$ cat config.mk
export PLATFORM = sky130hd
export DESIGN_NAME = cpu_mem_apb_master_flat
export DESIGN_NICKNAME = d
export VERILOG_FILES = /design/src/rtl/cpu_mem_pkg.sv /design/src/rtl/cpu_mem_apb_master_if.sv /design/src/rtl/cpu_mem_apb_master.sv /design/src/flat_wrapper.sv
export SDC_FILE = /design/constraint.sdc
export NUM_CORES = 1
export LEC_CHECK = 0
export BUFFER_PORTS_ARGS = -buffer_cell sky130_fd_sc_hd__buf_2
export CAP_MARGIN = 10
export CORE_MARGIN = 2
export CORE_UTILIZATION = 30
export DETAILED_ROUTE_END_ITERATION = 8
export PLACE_DENSITY_LB_ADDON = 0.15
export SETUP_SLACK_MARGIN = 0.5
export SLEW_MARGIN = 0
export SYNTH_ARGS = -nofsm -noshare
export SYNTH_HDL_FRONTEND = slang
export SYNTH_SLANG_ARGS = --single-unit
$ cat constraint.sdc
create_clock -name i_clk -period 2.2 [get_ports i_clk]
set_clock_uncertainty 0.15 [all_clocks]
set_input_delay 0.66 -clock i_clk [delete_from_list [all_inputs] [get_ports i_clk]]
set_output_delay 0.66 -clock i_clk [all_outputs]
set_load 0.005 [all_outputs]
$ cat src/rtl/cpu_mem_pkg.sv
// cpu_mem_pkg: shared FSM state type and default widths for the SRAM APB initiator.
package cpu_mem_pkg;
  typedef enum logic [1:0] {IDLE, ACCESS, RESP} state_e;
  localparam int ADDR_W_DEF = 32;
  localparam int DATA_W_DEF = 32;
  localparam int LEN_W_DEF = 8;
  localparam int WORD_STRIDE = 4;
endpackage

$ cat src/rtl/cpu_mem_apb_master_if.sv
// cpu_mem_apb_master_if: command, APB and response channels of the SRAM initiator.
interface cpu_mem_apb_master_if
  import cpu_mem_pkg::*;
#(
  parameter int ADDR_W = ADDR_W_DEF,
  parameter int DATA_W = DATA_W_DEF,
  parameter int LEN_W  = LEN_W_DEF
) ();
  logic              i_cmd_valid;
  logic              o_cmd_ready;
  logic              i_cmd_write;
  logic [ADDR_W-1:0] i_cmd_addr;
  logic [DATA_W-1:0] i_cmd_wdata;
  logic [LEN_W-1:0]  i_cmd_len;
  logic              o_penable;
  logic              o_pwrite;
  logic [ADDR_W-1:0] o_paddr;
  logic [DATA_W-1:0] o_pwdata;
  logic              i_pready;
  logic [DATA_W-1:0] i_prdata;
  logic              o_rsp_valid;
  logic              i_rsp_ready;
  logic [DATA_W-1:0] o_rsp_rdata;
  logic              o_rsp_last;
  logic              o_rsp_err;
  logic              o_busy;
  modport master (
    input  i_cmd_valid, i_cmd_write, i_cmd_addr, i_cmd_wdata, i_cmd_len, i_pready, i_prdata, i_rsp_ready,
    output o_cmd_ready, o_penable, o_pwrite, o_paddr, o_pwdata, o_rsp_valid, o_rsp_rdata, o_rsp_last,
           o_rsp_err, o_busy
  );
  modport slave (
    output i_cmd_valid, i_cmd_write, i_cmd_addr, i_cmd_wdata, i_cmd_len, i_pready, i_prdata, i_rsp_ready,
    input  o_cmd_ready, o_penable, o_pwrite, o_paddr, o_pwdata, o_rsp_valid, o_rsp_rdata, o_rsp_last,
           o_rsp_err, o_busy
  );
endinterface

$ cat src/rtl/cpu_mem_apb_master.sv
// cpu_mem_apb_master: burst command to APB beat sequencer with one registered response per beat.
// Optional ACCESS timeout enabled by CPU_MEM_APB_MASTER_TIMEOUT_EN.
module cpu_mem_apb_master
  import cpu_mem_pkg::*;
#(
  parameter int ADDR_W         = ADDR_W_DEF,
  parameter int DATA_W         = DATA_W_DEF,
  parameter int LEN_W          = LEN_W_DEF,
  parameter int TIMEOUT_CYCLES = 255
) (
  input logic i_clk,
  input logic i_rst,
  cpu_mem_apb_master_if.master bus
);
  state_e            state_q;
  logic              cmd_ready_q, penable_q, rsp_valid_q, write_q;
  logic [ADDR_W-1:0] addr_q;
  logic [DATA_W-1:0] wdata_q, rdata_q;
  logic [LEN_W-1:0]  rem_q;
  logic              unused_addr;
  assign unused_addr = |bus.i_cmd_addr[1:0];
`ifdef CPU_MEM_APB_MASTER_TIMEOUT_EN
  localparam int TO_W = $clog2(TIMEOUT_CYCLES + 1);
  logic [TO_W-1:0] to_q;
  logic            err_q;
  assign bus.o_rsp_err = err_q;
`else
  logic unused_to;
  assign unused_to = |32'(TIMEOUT_CYCLES);
  assign bus.o_rsp_err = 1'b0;
`endif
  assign bus.o_cmd_ready = cmd_ready_q;
  assign bus.o_busy      = ~cmd_ready_q;
  assign bus.o_penable   = penable_q;
  assign bus.o_pwrite    = write_q;
  assign bus.o_paddr     = addr_q;
  assign bus.o_pwdata    = wdata_q;
  assign bus.o_rsp_valid = rsp_valid_q;
  assign bus.o_rsp_rdata = rdata_q;
  assign bus.o_rsp_last  = rsp_valid_q && rem_q == '0;
  always_ff @(posedge i_clk) begin
    if (i_rst) begin
      state_q     <= IDLE;
      cmd_ready_q <= 1'b1;
      penable_q   <= 1'b0;
      rsp_valid_q <= 1'b0;
      write_q     <= 1'b0;
      addr_q      <= '0;
      wdata_q     <= '0;
      rdata_q     <= '0;
      rem_q       <= '0;
`ifdef CPU_MEM_APB_MASTER_TIMEOUT_EN
      to_q        <= '0;
      err_q       <= 1'b0;
`endif
    end else begin
      case (state_q)
        IDLE: if (bus.i_cmd_valid) begin
          write_q     <= bus.i_cmd_write;
          addr_q      <= {bus.i_cmd_addr[ADDR_W-1:2], 2'b00};
          wdata_q     <= bus.i_cmd_wdata;
          rem_q       <= bus.i_cmd_len;
          cmd_ready_q <= 1'b0;
          penable_q   <= 1'b1;
          state_q     <= ACCESS;
`ifdef CPU_MEM_APB_MASTER_TIMEOUT_EN
          to_q        <= '0;
          err_q       <= 1'b0;
`endif
        end
        ACCESS: if (bus.i_pready) begin
          rdata_q     <= write_q ? '0 : bus.i_prdata;
          penable_q   <= 1'b0;
          rsp_valid_q <= 1'b1;
          state_q     <= RESP;
        end
`ifdef CPU_MEM_APB_MASTER_TIMEOUT_EN
        // Abort collapses the rest of the burst so the error beat is also the last one.
        else if (to_q == TO_W'(TIMEOUT_CYCLES - 1)) begin
          rdata_q     <= '0;
          err_q       <= 1'b1;
          rem_q       <= '0;
          penable_q   <= 1'b0;
          rsp_valid_q <= 1'b1;
          state_q     <= RESP;
        end else to_q <= to_q + 1'b1;
`endif
        RESP: if (bus.i_rsp_ready) begin
          rsp_valid_q <= 1'b0;
          if (rem_q == '0) begin
            cmd_ready_q <= 1'b1;
            state_q     <= IDLE;
          end else begin
            rem_q     <= rem_q - 1'b1;
            addr_q    <= addr_q + ADDR_W'(WORD_STRIDE);
            penable_q <= 1'b1;
            state_q   <= ACCESS;
`ifdef CPU_MEM_APB_MASTER_TIMEOUT_EN
            to_q      <= '0;
`endif
          end
        end
        default: state_q <= IDLE;
      endcase
    end
  end
endmodule

$ cat src/flat_wrapper.sv
// flat-port wrapper written by rule: the top's interface ports become plain ports
module cpu_mem_apb_master_flat import cpu_mem_pkg::*;
#(
  parameter int ADDR_W         = ADDR_W_DEF,
  parameter int DATA_W         = DATA_W_DEF,
  parameter int LEN_W          = LEN_W_DEF,
  parameter int TIMEOUT_CYCLES = 255
)
  (i_clk, i_rst, bus_i_cmd_valid, bus_i_cmd_write, bus_i_cmd_addr, bus_i_cmd_wdata, bus_i_cmd_len, bus_i_pready, bus_i_prdata, bus_i_rsp_ready, bus_o_cmd_ready, bus_o_penable, bus_o_pwrite, bus_o_paddr, bus_o_pwdata, bus_o_rsp_valid, bus_o_rsp_rdata, bus_o_rsp_last, bus_o_rsp_err, bus_o_busy);
  cpu_mem_apb_master_if #(.ADDR_W(ADDR_W), .DATA_W(DATA_W), .LEN_W(LEN_W)) bus_i ();
  input logic i_clk;
  input logic i_rst;
  input wire logic [$bits(bus_i.i_cmd_valid)-1:0] bus_i_cmd_valid;
  input wire logic [$bits(bus_i.i_cmd_write)-1:0] bus_i_cmd_write;
  input wire logic [$bits(bus_i.i_cmd_addr)-1:0] bus_i_cmd_addr;
  input wire logic [$bits(bus_i.i_cmd_wdata)-1:0] bus_i_cmd_wdata;
  input wire logic [$bits(bus_i.i_cmd_len)-1:0] bus_i_cmd_len;
  input wire logic [$bits(bus_i.i_pready)-1:0] bus_i_pready;
  input wire logic [$bits(bus_i.i_prdata)-1:0] bus_i_prdata;
  input wire logic [$bits(bus_i.i_rsp_ready)-1:0] bus_i_rsp_ready;
  output wire logic [$bits(bus_i.o_cmd_ready)-1:0] bus_o_cmd_ready;
  output wire logic [$bits(bus_i.o_penable)-1:0] bus_o_penable;
  output wire logic [$bits(bus_i.o_pwrite)-1:0] bus_o_pwrite;
  output wire logic [$bits(bus_i.o_paddr)-1:0] bus_o_paddr;
  output wire logic [$bits(bus_i.o_pwdata)-1:0] bus_o_pwdata;
  output wire logic [$bits(bus_i.o_rsp_valid)-1:0] bus_o_rsp_valid;
  output wire logic [$bits(bus_i.o_rsp_rdata)-1:0] bus_o_rsp_rdata;
  output wire logic [$bits(bus_i.o_rsp_last)-1:0] bus_o_rsp_last;
  output wire logic [$bits(bus_i.o_rsp_err)-1:0] bus_o_rsp_err;
  output wire logic [$bits(bus_i.o_busy)-1:0] bus_o_busy;
  assign bus_i.i_cmd_valid = bus_i_cmd_valid;
  assign bus_i.i_cmd_write = bus_i_cmd_write;
  assign bus_i.i_cmd_addr = bus_i_cmd_addr;
  assign bus_i.i_cmd_wdata = bus_i_cmd_wdata;
  assign bus_i.i_cmd_len = bus_i_cmd_len;
  assign bus_i.i_pready = bus_i_pready;
  assign bus_i.i_prdata = bus_i_prdata;
  assign bus_i.i_rsp_ready = bus_i_rsp_ready;
  assign bus_o_cmd_ready = bus_i.o_cmd_ready;
  assign bus_o_penable = bus_i.o_penable;
  assign bus_o_pwrite = bus_i.o_pwrite;
  assign bus_o_paddr = bus_i.o_paddr;
  assign bus_o_pwdata = bus_i.o_pwdata;
  assign bus_o_rsp_valid = bus_i.o_rsp_valid;
  assign bus_o_rsp_rdata = bus_i.o_rsp_rdata;
  assign bus_o_rsp_last = bus_i.o_rsp_last;
  assign bus_o_rsp_err = bus_i.o_rsp_err;
  assign bus_o_busy = bus_i.o_busy;
  cpu_mem_apb_master #(.ADDR_W(ADDR_W), .DATA_W(DATA_W), .LEN_W(LEN_W), .TIMEOUT_CYCLES(TIMEOUT_CYCLES)) u_core (.i_clk(i_clk), .i_rst(i_rst), .bus(bus_i));
endmodule
==> impl_metrics.yaml <==
place:
  dpl.cell_count: 1073
  dp_hpwl_um: 11600
  placed_area_mm2: 0.006721
  finalWeightedCongestion: 0.7622
  io_buffer_count: 207
clock_network:
  clockBufferDepth: 2
  hold_buffers: 0
  cts-root-buf: "clkbuf_16"
  htreeDepth: 3
  cts_made_buffers: 9
  tritoncts: "yes"
  insertion_delay_ns: 0.36
  numClockSinks: 108
  clkTransAtPathRegs_ns: 0.08
synth:
  synth-edff-count: 0
  avgSynthCellArea_um2: 7.840
  synth_flop_cell: "dfxtp_1"
  yosys_warnings: 0
  ys_ff_latch: 108
  yosysUniqueCellTypes: 65
  syn-instance-count: 655
  ys_async_sr_fraction_pct: 0
  seq_area_frac_synth_pct: 42.11
  synth_area_mm2: 0.005135
setup_path:
  path_delay_family: "simple AND/OR/NAND/NOR gates"
  cp_cell_sequence: "or4_4 > nor3_4 > and2_1 > buf_2"
  crit_required_ns: 1.39
  cp.arrival_ns: 1.62
  startpoint_type: "flop"
  crit_type: "reg2out"
  endpoint_kind: "output port"
  crit_slowest_cell: "or4_4"
  critPathMaxFanout: 2
  slowest_delay_ns: 0.55
  cp_num_buf_inv: 1
timing:
  fin_crit_sh_pct: 110.6
  whs_ns: 0.3021
  fmax_mhz: 410.8
  max_slew_margin_pct: 66.56
  hold_viol: 0
  rsz0062_at_grt: "yes"
  slew_viol_final: 0
  setup_viol: 40
  setup_slack_ns: -0.2341
  worst_pin_slew_ns: 0.4978
  min_period_ns: 2.434
floorplan:
  dieHeight_um: 134.8
  die_x_um: 134.8
  initial_core_util_pct: 30.85
  ioPinCount: 213
  fp-row-count: 47
  coreArea_mm2: 0.01664
  dieArea_mm2: 0.01818
route:
  drc_errors: 0
  vias_per_cell: 5.023
  vias: 5691
  drtAntennaViolNets: 0
  drt_wl_total_um: 17840
  first_pass_iters: 5
  wl_per_cell_um: 15.75
  first_iter_violations: 308
outcome:
  outcome: "complete, but fails checks"
  violations: "setup timing"
cells_and_area:
  drive_gt1_share_pct: 46.16
  layoutNonFillerInstCount: 1133
  layout.nets: 1019
  final_area_mm2: 0.007898
  area_growth_pct: 53.80
job:
  cap_viol_max_count: 0
grt:
  track_usage_pct: 18.35
  grt_pass1_vias: 5188
  grt-ovfl-total: 0
  antenna_found_initial: 1
  grt_first_pass_wirelength_um: 26660
  grt_max_degree: 67
pwr:
  pwr_density_cell_mw_per_mm2: 647.9
  irDropWorstVdd_v: 0.0004684
  p_leak_nw: 3.365
min_path:
  hp-class: "reg2reg"
flip-flops by register name, summed over array words and instances (netlist names):
register,cells
u_core.bus.o_pwrite,1
u_core.bus.o_paddr,30
u_core.bus.o_cmd_ready,1
u_core.state_q,2
u_core.rem_q,8
u_core.bus.o_pwdata,32
u_core.bus.o_penable,1
u_core.bus.o_rsp_rdata,32
u_core.bus.o_rsp_valid,1
layer usage:
layer  GRT usage [%]  up-vias  part of all wire [%]
li1                -     2846                     -
met1           23.10     2629                    43
met2           30.29      193                    49
met3           4.880       23                   6.8
met4           6.491        0                   1.9
met5               0        -                     0
worst min-delay path, cell delays in order (launching register included):
cell and delay, ns:
dfxtp_1 0.31, nand2_1 0.05, a21oi_1 0.05
layout by cell type, fill, tap and decap left out, types with 4 or more instances in the layout:
cell type  Yosys  final
dfxtp_4        0     14
inv_6          0      4
buf_12         0      7
nor4_1         7      6
and2_1         5      5
o32ai_1        4      4
nand3_1       21     20
o21ai_1        0      5
nor3b_2        0     14
buf_8          0      4
nor3b_1       35     20
and4_1         6      5
or4_1          5      4
clkbuf_16      0     11
nand2_1      104    104
nor2_1        56     54
a31oi_1        7      7
o31ai_1        7      6
buf_6          2     30
a21oi_1      101     83
a211oi_1      10      7
o21ai_0       21     16
buf_4          4     57
dfxtp_2        0     19
nor3_1         9      7
a21oi_2        0     15
buf_2          5    195
and3_1         5      5
nand4_1        7      7
inv_1         10      9
or3_1          6      6
dfxtp_1      108     75
kinds of logic after synthesis:
kind of cell,Yosys count,share of synthesized area [%]
buffers and inverters,67,5.629
adders and majority gates,2,0.4873
muxes,3,0.5848
xor gates and xnor gates,1,0.1706
DFF,108,42.11
and+or+nand+nor,290,29.17
AOI/OAI and AO/OA,183,21.78
other,1,0.07303
power breakdown:
group,leakage (nW),switching [W],total (W),internal [W]
Clock,0.150,0.000817,0.00173,0.000910
Sequential,0.901,0.000113,0.00221,0.00210
Combinational,2.31,0.000568,0.00118,0.000613
synth_stat cells, drive strengths merged (3+ instances only):
| master | number | area [µm²] |
|---|---|---|
| or2 | 3 | 18.77 |
| nor3b | 35 | 262.8 |
| a31oi | 7 | 43.79 |
| or3 | 7 | 48.80 |
| clkbuf | 39 | 147.6 |
| nor3 | 9 | 45.04 |
| nand3b | 3 | 22.52 |
| nand2b | 4 | 25.02 |
| inv | 10 | 37.54 |
| buf | 18 | 103.9 |
| nand2 | 105 | 401.6 |
| o21ai | 22 | 113.9 |
| o211ai | 3 | 22.52 |
| and2 | 5 | 31.28 |
| nand3 | 21 | 105.1 |
| nor2 | 57 | 221.5 |
| a211oi | 10 | 75.07 |
| nand4 | 8 | 65.06 |
| a2bb2oi | 3 | 26.28 |
| o32ai | 4 | 35.03 |
| nor4 | 7 | 43.79 |
| a21oi | 101 | 505.5 |
| mux2i | 3 | 30.03 |
| and3 | 5 | 31.28 |
| or4 | 7 | 57.56 |
| o22ai | 6 | 37.54 |
| o31ai | 7 | 52.55 |
| and4 | 6 | 52.55 |
| dfxtp | 108 | 2162 |
final cells by class:
class | instances | area [µm²]
tap | 220 | 275.3
clock buffer | 10 | 229.0
multi-input combinational | 482 | 3019
inverter | 10 | 37.54
clock inverter | 6 | 76.32
antenna | 1 | 2.502
sequential | 108 | 2238
timing repair buffer | 296 | 2019
fill | 1661 | 8745
worst paths after layout:
path | depth (start not counted) | to | slack (ns) | from
setup / recovery | 4 | bus_o_rsp_last | -0.23 | u_core.rem_q[4]$_SDFFE_PP0P_
hold / removal | 2 | u_core.bus.o_pwdata[30]$_SDFFE_PP0P_ | 0.30 | u_core.bus.o_pwdata[30]$_SDFFE_PP0P_
setup reg to reg | 10 | u_core.bus.o_paddr[30]$_SDFFE_PP0P_ | -0.18 | u_core.rem_q[4]$_SDFFE_PP0P_
hold reg to reg | 2 | u_core.bus.o_pwdata[30]$_SDFFE_PP0P_ | 0.30 | u_core.bus.o_pwdata[30]$_SDFFE_PP0P_
stage by stage:
stage / setup TNS, ns / setup WS [ns] / utilization, % / total power, W
global route: -8.135 / -0.3061 / 47.46 / 0.005375
detailed placement: 0 / 0.05106 / 40.39 / 0.003155
global placement: 0 / 0.05834 / 40.39 / 0.003153
finish: -4.846 / -0.2341 / 47.46 / 0.005117
CTS: -4.515 / -0.2668 / 45.60 / 0.005106
floorplan: 0 / 0.2170 / - / 0.002757
repair_timing:
| item | CTS | global route |
|---|---|---|
| resized for setup | 86 | 47 |
| endpoints found under the setup margin | 85 | 102 |
| cloned | 2 | 2 |
| pin swaps | 11 | 3 |
| buffers inserted | 29 | 10 |
Note: power is estimated with default switching activity, not from simulation.
